## src/rtl/alu_rr_arbiter_if.sv

```systemverilog
`default_nettype none
// ============================================================================
//  Module   : alu_rr_arbiter_if
//  Purpose  : Request/grant bundle between ALU requesters and the
//             round-robin arbiter that owns the ALU operand/op muxes.
//  Revision : 1.0  initial release
// ============================================================================
interface alu_rr_arbiter_if #(
    parameter int N_REQ  = 16,
    parameter int HOLD_W = 4
) ();
    logic [N_REQ-1:0]  req;
    logic [N_REQ-1:0]  gnt;
    logic [3:0]        gnt_idx;
    logic              gnt_valid;
    logic [HOLD_W-1:0] hold_cnt;

    // Requester side: raises requests, observes grants.
    modport master (
        output req,
        input  gnt,
        input  gnt_idx,
        input  gnt_valid,
        input  hold_cnt
    );

    // Arbiter side: samples requests, drives grants.
    modport slave (
        input  req,
        output gnt,
        output gnt_idx,
        output gnt_valid,
        output hold_cnt
    );
endinterface
`default_nettype wire

```

## src/rtl/alu_rr_arbiter.sv

```systemverilog
`default_nettype none
// ============================================================================
//  Module   : alu_rr_arbiter
//  Purpose  : 16-way round-robin arbiter for the shared ALU. Registered
//             one-hot grant plus 4-bit index for the select decoder. A
//             grantee keeps the ALU while requesting, unless it has held
//             for MAX_HOLD cycles while others wait (MAX_HOLD=0 disables).
//  Revision : 1.0  initial release
// ============================================================================
module alu_rr_arbiter #(
    parameter int N_REQ    = 16,
    parameter int MAX_HOLD = 8,
    parameter int HOLD_W   = 4
) (
    input  wire logic        clk,
    input  wire logic        reset,
    alu_rr_arbiter_if.slave  bus
);
    typedef enum logic [0:0] {
        ST_IDLE = 1'b0,
        ST_BUSY = 1'b1
    } state_t;

    // Value of hold_cnt on the last permitted cycle before forced rotation.
    localparam logic [HOLD_W-1:0] c_HOLD_LAST  = HOLD_W'(MAX_HOLD - 1);
    localparam logic [HOLD_W-1:0] c_HOLD_SAT   = '1;
    localparam logic              c_TIMEOUT_EN = (MAX_HOLD != 0);

    state_t            state_q, state_d;
    logic [3:0]        ptr_q, ptr_d;
    logic [3:0]        idx_q, idx_d;
    logic [N_REQ-1:0]  gnt_q, gnt_d;
    logic              valid_q, valid_d;
    logic [HOLD_W-1:0] hold_q, hold_d;

    logic [N_REQ-1:0]  w_others;
    logic [4:0]        w_pick_all;
    logic [4:0]        w_pick_oth;
    logic              w_grant;
    logic [3:0]        w_win;

    // Circular priority search starting at 'start'; bit 4 flags a hit.
    // Scanning from the far end lets the nearest candidate overwrite last.
    function automatic logic [4:0] rr_pick(input logic [N_REQ-1:0] vec,
                                           input logic [3:0]       start);
        logic [4:0] res;
        logic [3:0] idx;
        res = '0;
        for (int k = N_REQ - 1; k >= 0; k--) begin
            idx = start + 4'(k);
            if (vec[idx]) begin
                res = {1'b1, idx};
            end
        end
        return res;
    endfunction

    // Next-state: arbitration, release hand-off, timeout rotation, hold count.
    always_comb begin
        state_d    = state_q;
        ptr_d      = ptr_q;
        idx_d      = idx_q;
        gnt_d      = gnt_q;
        valid_d    = valid_q;
        hold_d     = hold_q;
        w_grant    = 1'b0;
        w_win      = '0;
        // In BUSY gnt_q is exactly onehot(idx_q), so it masks the grantee.
        w_others   = bus.req & ~gnt_q;
        w_pick_all = rr_pick(bus.req, ptr_q);
        w_pick_oth = rr_pick(w_others, ptr_q);

        case (state_q)
            ST_IDLE: begin
                if (w_pick_all[4]) begin
                    w_grant = 1'b1;
                    w_win   = w_pick_all[3:0];
                end
            end
            ST_BUSY: begin
                if (!bus.req[idx_q]) begin
                    // Release: hand off without an idle gap if anyone waits.
                    if (w_pick_all[4]) begin
                        w_grant = 1'b1;
                        w_win   = w_pick_all[3:0];
                    end else begin
                        state_d = ST_IDLE;
                        gnt_d   = '0;
                        valid_d = 1'b0;
                        hold_d  = '0;
                    end
                end else if (c_TIMEOUT_EN && (hold_q == c_HOLD_LAST) && w_pick_oth[4]) begin
                    w_grant = 1'b1;
                    w_win   = w_pick_oth[3:0];
                end else if (hold_q != c_HOLD_SAT) begin
                    hold_d = hold_q + HOLD_W'(1);
                end
            end
            default: begin
                state_d = ST_IDLE;
            end
        endcase

        if (w_grant) begin
            state_d = ST_BUSY;
            idx_d   = w_win;
            gnt_d   = N_REQ'(1) << w_win;
            valid_d = 1'b1;
            hold_d  = '0;
            ptr_d   = w_win + 4'd1;
        end
    end

    // State register; reset wins over any grant in progress.
    always_ff @(posedge clk) begin
        if (reset) begin
            state_q <= ST_IDLE;
            ptr_q   <= '0;
            idx_q   <= '0;
            gnt_q   <= '0;
            valid_q <= 1'b0;
            hold_q  <= '0;
        end else begin
            state_q <= state_d;
            ptr_q   <= ptr_d;
            idx_q   <= idx_d;
            gnt_q   <= gnt_d;
            valid_q <= valid_d;
            hold_q  <= hold_d;
        end
    end

    assign bus.gnt       = gnt_q;
    assign bus.gnt_idx   = idx_q;
    assign bus.gnt_valid = valid_q;
    assign bus.hold_cnt  = hold_q;
endmodule
`default_nettype wire
```

## src/flat_wrapper.sv

```systemverilog
// flat-port wrapper written by rule: the top's interface ports become plain ports
module alu_rr_arbiter_flat 
#(
    parameter int N_REQ    = 16,
    parameter int MAX_HOLD = 8,
    parameter int HOLD_W   = 4
)
  (clk, reset, bus_req, bus_gnt, bus_gnt_idx, bus_gnt_valid, bus_hold_cnt);
  alu_rr_arbiter_if #(.N_REQ(N_REQ), .HOLD_W(HOLD_W)) bus_i ();
  input  wire logic clk;
  input  wire logic reset;
  input wire logic [$bits(bus_i.req)-1:0] bus_req;
  output wire logic [$bits(bus_i.gnt)-1:0] bus_gnt;
  output wire logic [$bits(bus_i.gnt_idx)-1:0] bus_gnt_idx;
  output wire logic [$bits(bus_i.gnt_valid)-1:0] bus_gnt_valid;
  output wire logic [$bits(bus_i.hold_cnt)-1:0] bus_hold_cnt;
  assign bus_i.req = bus_req;
  assign bus_gnt = bus_i.gnt;
  assign bus_gnt_idx = bus_i.gnt_idx;
  assign bus_gnt_valid = bus_i.gnt_valid;
  assign bus_hold_cnt = bus_i.hold_cnt;
  alu_rr_arbiter #(.N_REQ(N_REQ), .MAX_HOLD(MAX_HOLD), .HOLD_W(HOLD_W)) u_core (.clk(clk), .reset(reset), .bus(bus_i));
endmodule
```

## config.mk

```make
export PLATFORM = sky130hd
export DESIGN_NAME = alu_rr_arbiter_flat
export DESIGN_NICKNAME = d
export VERILOG_FILES = /design/src/rtl/alu_rr_arbiter_if.sv /design/src/rtl/alu_rr_arbiter.sv /design/src/flat_wrapper.sv
export SDC_FILE = /design/constraint.sdc
export NUM_CORES = 1
export LEC_CHECK = 0
export ABC_AREA = 1
export CORE_UTILIZATION = 30
export CTS_CLUSTER_DIAMETER = 80
export CTS_CLUSTER_SIZE = 12
export DETAILED_ROUTE_END_ITERATION = 6
export HOLD_SLACK_MARGIN = 0.15
export PLACE_DENSITY_LB_ADDON = 0.2
export SLEW_MARGIN = 20
export SYNTH_ARGS = -nofsm -noshare
export SYNTH_HDL_FRONTEND = slang
export SYNTH_SLANG_ARGS = --single-unit
```

## constraint.sdc

```tcl
create_clock -name clk -period 3.6 [get_ports clk]
set_clock_uncertainty 0.2 [all_clocks]
set_input_delay 0.9 -clock clk [delete_from_list [all_inputs] [get_ports clk]]
set_output_delay 0.9 -clock clk [all_outputs]
set_load 0.03 [all_outputs]
```

==> summary.md, run 1 <==
| Metric | Value |
|---|---|
| Worst EP required | 3.59 ns |
| R2r worst-path depth | 23 |
| Worst path cell trace | buf_6, ha_4, xor2_4, buf_12, nand3_4, buf_4, a21oi_1, inv_1, nand2_1, inv_1, nand4_1, nor2_1, nand2_2, inv_2, nor2_4, inv_2, a21oi_1, nand2_2, nand2_4, clkinv_4, nor2_4, ha_4, o22ai_2 |
| Initial antenna violation count | 0 |
| CP Class | reg -> reg |
| Root Driver | clkbuf_16 |
| Initial Utilization | 0.311 |
| Critical-path top delay cell | dfxtp_4 |
| Fmax achieved | 288 MHz |
| Final Max Slew Viols | 0 |
| Setup slack, reg-to-reg | 0.13 ns |
| Worst R2R End | u_core.ptr_q[2]$_SDFFE_PP0P_ |
| Final Hold Viols | 0 |
| Netlist cell types | 46 |
| Latest clock arrival within the worst-skew pair | 0.27 ns |
| Worst slack at placement | -0.737 ns |
| Final HPWL DP | 16400 um |
| Synthesized area | 0.00478 mm2 |
| Diode count | 0 |
| Core Area | 0.0154 mm2 |
| I/O Buffers | 42 |
| Final setup viols | 0 |
| IO Pins | 43 |
| Worst hold path startpoint | u_core.bus.gnt_valid$_SDFFE_PP0P_ |
| GPL Wtd Cong | 0.964 |
| CP bufs+invs | 8 |
| Syn nets | 958 |
| Fin Hold WS | 0.267 ns |
| Sequential-to-total area share from yosys stat | 0.126 |
| Register bit total from synthesis | 30 |
| Largest net degree at the start of global routing | 37 |
| Final antenna-violating net count | 0 |
| Synth warnings | 0 |
| Min Clock Period, post-route | 3.47 ns |
| Worst slew margin relative to its limit | 0.787 |
| TritonRoute pass-1 iters | 5 |
| RSZ-0062 raised after global routing | true |
| Reg-to-Reg Start | u_core.ptr_q[1]$_SDFFE_PP0P_ |
| Area Overhead vs Synth | 68.4% |
| Clock transition at path regs | 0.05 ns |
| Layout Nets | 1188 |
| Vias/cell | 5.08 |
| Vias | 6956 |
| Hold path cells | 2 |
| Number of global-route vias before repair | 6251 |
| Setup_tns | 0 ns |
| Rows | 45 |
| Mapped Cells | 928 |
| Ys async rst share | 0 |
| Worst-Margin Slew | 0.318 ns |
| CTS tree | yes |
| Routed WL | 21400 um |
| Die ar. | 0.0164 mm2 |
| DRC | 0 |
| Outcome | finished clean |
| Max-Cap Viols | 0 |
| WL/cell | 15.6 um |
| Die width | 128 um |
| Setup WS post-layout | 0.130 ns |
| Fillcell total | 1564 |
| Grt total ovfl | 0 |
| CTS H-tree depth | 2 |
| Most used DFF post-synth | dfxtp_1 |
| Type of origin of the critical path | flop |
| CP Max Fanout | 8 |
| Max stage delay on crit path | 0.36 ns |
| Clock sink count | 30 |
| Critical path arrival | 3.46 ns |
| Endpoint type of the worst setup path | flop |
| First-pass GRT wire length | 32400 um |
| Synthesized area per cell | 5.15 um2 |
| Hold/Removal Path Class | reg -> reg |
| Die H | 128 um |
| CTS Buffer Depth | 2 |
| Initial DRC Count | 614 |
| Share of cells above drive strength 1 | 0.395 |
| Post-synth EDFFs | 0 |
| Hold endpoint | u_core.bus.gnt_valid$_SDFFE_PP0P_ |
| Cts bufs inserted | 5 |
| Final Cycle Share | 0.964 |
| All-Layer GR Usage | 0.253 |
| CP delay by family, top | simple AND/OR/NAND/NOR gates |
[per-layer routing]
| layer | vias up | part of all wire | global-route usage |
|---|---|---|---|
| met4 | 0 | 0.032 | 0.0858 |
| met5 | - | 0 | 0 |
| li1 | 3479 | - | - |
| met1 | 3181 | 0.44 | 0.336 |
| met2 | 246 | 0.47 | 0.429 |
| met3 | 50 | 0.059 | 0.0200 |
[worst register-to-register path: stages, from the launching register on]
cell and delay [ns]:
dfxtp_4 0.36, buf_6 0.13, ha_4 0.17, xor2_4 0.24
buf_12 0.18, nand3_4 0.09, buf_4 0.14, a21oi_1 0.12
inv_1 0.07, nand2_1 0.14, inv_1 0.11, nand4_1 0.11
nor2_1 0.05, nand2_2 0.13, inv_2 0.07, nor2_4 0.09
inv_2 0.04, a21oi_1 0.14, nand2_2 0.09, nand2_4 0.11
clkinv_4 0.09, nor2_4 0.16, ha_4 0.22, o22ai_2 0.14
[what timing repair did]
action / 4_1_cts / 5_1_grt
setup endpoints to repair: 28 / 28
resized for setup: 115 / 206
gates cloned: 0 / 0
pin swaps: 43 / 75
hold endpoints to repair: 0 / 0
buffers inserted: 13 / 15
hold buffers: 0 / 0
[cells in the mapped netlist, drive strengths merged, types with 4 or more instances]
cell type | instances | area [um2]
nand2 | 342 | 1310
nand3 | 178 | 906
inv | 123 | 464
a21oi | 68 | 355
nor2 | 57 | 249
o21ai | 35 | 179
dfxtp | 30 | 601
buf | 21 | 123
ha | 12 | 150
clkbuf | 10 | 37.5
nand4 | 8 | 50.1
a31oi | 7 | 43.8
or2 | 6 | 37.5
xor2 | 5 | 58.8
a22oi | 4 | 30.0
o211ai | 4 | 30.0
o22ai | 4 | 25.0
[sequential cells by signal, indices dropped and copies added, names as in the netlist]
name,cells
u_core.bus.gnt_valid,1
u_core.bus.hold_cnt,4
u_core.state_q,1
u_core.ptr_q,4
u_core.bus.gnt_idx,4
u_core.bus.gnt,16
[cell type report]
class                           count  area, um2  area share
Clock buffer                        7        143      0.0177
Clock inverter                      1       5.00    0.000622
Sequential cell                    30        609      0.0757
Multi-Input combinational cell    743       4450       0.553
Inverter                          124        503      0.0625
Tap cell                          211        264      0.0328
Timing Repair Buffer              254       2080       0.258
[per-stage QoR]
step	cell area [um2]	cells	util
6_report	8050	1370	0.524
5_1_grt	8050	1370	0.524
4_1_cts	7260	1355	0.472
3_5_place_dp	6730	1334	0.438
3_3_place_gp	6730	1334	0.438
2_1_floorplan	4800	928	-
[kinds of logic (layout without fill, tap and decap cells)]
family          after synthesis  after routing  synth area share
simple gates                594            594             0.540
buf+inv                     155            386             0.132
fa+ha+maj                    12             12            0.0314
compound gates              127            127             0.147
mux                           3              3           0.00681
flops                        30             30             0.126
xor+xnor                      7              7            0.0175
[worst max path at each step]
stage                            startpoint                         endpoint  slack (ns)  cells after the start
2_1_floorplan  u_core.ptr_q[1]$_SDFFE_PP0P_   u_core.bus.gnt[2]$_SDFFE_PP0P_       0.005                     34
3_3_place_gp                     bus_req[6]   u_core.bus.gnt[2]$_SDFFE_PP0P_       -0.70                     29
3_5_place_dp                     bus_req[7]  u_core.bus.gnt[11]$_SDFFE_PP0P_       -0.74                     27
4_1_cts                          bus_req[5]     u_core.ptr_q[2]$_SDFFE_PP0P_       0.002                     23
5_1_grt        u_core.ptr_q[1]$_SDFFE_PP0P_   u_core.bus.gnt[0]$_SDFFE_PP0P_       -0.08                     31
6_report       u_core.ptr_q[1]$_SDFFE_PP0P_     u_core.ptr_q[2]$_SDFFE_PP0P_        0.13                     23
[cell usage in the layout, fill, tap and decap left out, types with 5 or more instances in the layout]
cell type,synthesis,final
buf_12,0,5
nand2_1,333,272
nand2_4,1,16
nand3_1,175,123
clkbuf_2,0,8
inv_4,1,5
buf_6,2,14
nor2_4,3,12
a21oi_2,1,11
ha_4,0,8
nand3_2,3,43
o21ai_1,5,7
buf_2,11,8
inv_2,19,22
nand2_2,8,54
inv_1,103,92
dfxtp_1,30,27
clkbuf_16,0,5
nor2_1,49,39
nand3_4,0,12
nand4_1,8,8
o21ai_0,29,25
a21oi_1,66,56
buf_4,4,189
clkdlybuf4s50_1,0,26
nor2_2,5,6
Power of run 1 is left out: the tool's default activity adds up to more than one toggle a clock period on the data nets, which glitch-free logic cannot reach.
==> run 2, diff against run 1 <==
Settings changed: REMOVE_ABC_BUFFERS from default to 1.
==> summary.md, run 2 (same netlist as run 1, synthesis figures left out) <==
| Metric | Value |
|---|---|
| Setup slack, reg-to-reg | 0.09 ns |
| Fillcell total | 1523 |
| IO Pins | 43 |
| Die width | 128 um |
| Layout Nets | 1194 |
| Setup_tns | 0 ns |
| Clock sink count | 30 |
| Diode count | 0 |
| Worst-Margin Slew | 0.507 ns |
| Setup WS post-layout | 0.0914 ns |
| Initial antenna violation count | 0 |
| Reg area | 609 um2 |
| Reg-to-Reg Start | u_core.ptr_q[0]$_SDFFE_PP0P_ |
| Highest Signal Layer | met4 |
| Hold-fix buffers at CTS | 0 |
| Final Hold Viols | 0 |
| Highest-count cells in the layout ignoring fill and taps | 270 x nand2_1, 185 x buf_4, 120 x nand3_1 |
| Initial DRC Count | 465 |
| Share of cells above drive strength 1 | 0.403 |
| CTS Buffer Depth | 2 |
| GPL Wtd Cong | 0.992 |
| Routed WL | 21900 um |
| Outcome | finished clean |
| CP Max Fanout | 6 |
| WL met2 | 10100 um |
| Critical path arrival | 3.47 ns |
| Final Max Slew Viols | 0 |
| Final setup viols | 0 |
| I/O Buffers | 42 |
| RSZ-0062 raised after global routing | true |
| Cts bufs inserted | 5 |
| Vias | 7010 |
| CTS tree | yes |
| Die H | 128 um |
| Final HPWL DP | 16600 um |
| Multi-input logic area | 0.00441 mm2 |
| R2r worst-path depth | 28 |
| Core Area | 0.0154 mm2 |
| All-Layer GR Usage | 0.254 |
| Max-Cap Viols | 0 |
| Final Cycle Share | 0.975 |
| Vias/cell | 5.10 |
| WL/cell | 16.0 um |
| Hold path cells | 2 |
| Most common cell after layout, fill and taps aside | nand2_1 |
| Initial Utilization | 0.311 |
| Endpoint type of the worst setup path | flop |
| Worst EP required | 3.57 ns |
| Hold/Removal Path Class | reg -> reg |
| Worst R2R End | u_core.bus.gnt[6]$_SDFFE_PP0P_ |
| Rows | 45 |
| Area Overhead vs Synth | 70.1% |
| Largest net degree at the start of global routing | 37 |
| Latest clock arrival within the worst-skew pair | 0.28 ns |
| DRC | 0 |
| Number of global-route vias before repair | 6315 |
| Type of origin of the critical path | flop |
| CTS H-tree depth | 2 |
| Die ar. | 0.0164 mm2 |
| Worst slew margin relative to its limit | 0.661 |
| Met3 wire len | 1280 um |
| Cell mode on critical path | nand2_1 |
| TritonRoute pass-1 iters | 6 |
| Clock transition at path regs | 0.05 ns |
| Fmax achieved | 285 MHz |
| Met1 WL | 9440 um |
| First-pass GRT wire length | 32400 um |
| Critical-path top delay cell | dfxtp_4 |
| Grt total ovfl | 0 |
| Worst hold path startpoint | u_core.bus.gnt_valid$_SDFFE_PP0P_ |
| Final antenna-violating net count | 0 |
| Hold endpoint | u_core.bus.gnt_valid$_SDFFE_PP0P_ |
| Root Driver | clkbuf_16 |
| Worst slack at placement | -0.710 ns |
| CP Class | reg -> reg |
| Number of flip-flops in the largest register | 16 |
| Max stage delay on crit path | 0.36 ns |
| Min Clock Period, post-route | 3.51 ns |
## run 2: repair_timing
action / in CTS / in global routing
resized for setup: 68 / 259
pin swaps: 5 / 58
gates cloned: 0 / 2
setup endpoints to repair: 28 / 26
buffers inserted: 5 / 27
## run 2: metal layers
metal  up-vias  global-route usage
met2       275               0.415
met1      3182               0.328
li1       3480                   -
met4         0               0.125
met3        73              0.0346
met5         -                   0
## run 2: worst max-delay path, delay by kind of cell, from the launching register on
family	cells	cell delay, ns
AO/OA/AOI/OAI	3	0.38
XOR/XNOR	1	0.18
adder cells (fa/ha/maj)	2	0.34
buffers and inverters	8	1.09
flip-flops	1	0.36
AND/OR/NAND/NOR	14	0.85
## run 2: how the worst max path moves through the flow
stage | startpoint | end | slack [ns] | depth (start not counted)
global route | u_core.ptr_q[0]$_SDFFE_PP0P_ | u_core.bus.gnt[7]$_SDFFE_PP0P_ | -0.10 | 32
global placement | bus_req[1] | u_core.bus.gnt[2]$_SDFFE_PP0P_ | -0.68 | 30
CTS | u_core.ptr_q[1]$_SDFFE_PP0P_ | u_core.bus.gnt[1]$_SDFFE_PP0P_ | -0.01 | 31
detailed placement | bus_req[2] | u_core.bus.gnt[1]$_SDFFE_PP0P_ | -0.71 | 28
finish | u_core.ptr_q[0]$_SDFFE_PP0P_ | u_core.bus.gnt[6]$_SDFFE_PP0P_ | 0.09 | 28
floorplan | u_core.ptr_q[0]$_SDFFE_PP0P_ | u_core.bus.gnt[2]$_SDFFE_PP0P_ | -1.15 | 28
## run 2: per-stage QoR
| stage | utilization | cells | hold WS, ns | instance area (um2) |
|---|---|---|---|---|
| detailed placement | 0.439 | 1335 | 0.263 | 6740 |
| global placement | 0.439 | 1335 | 0.260 | 6740 |
| CTS | 0.456 | 1346 | 0.274 | 7010 |
| global route | 0.529 | 1374 | 0.306 | 8130 |
| finish | 0.529 | 1374 | 0.273 | 8130 |
| floorplan | - | 897 | 0.369 | 4620 |
## run 2: layout make-up
cell class              count  area share
well taps                 211      0.0325
repair buffers            260       0.273
clock buffers               6      0.0171
multi-input cells         743       0.542
flip-flops and latches     30      0.0749
inverters                 124      0.0606
Power of run 2 is left out for the same reason.
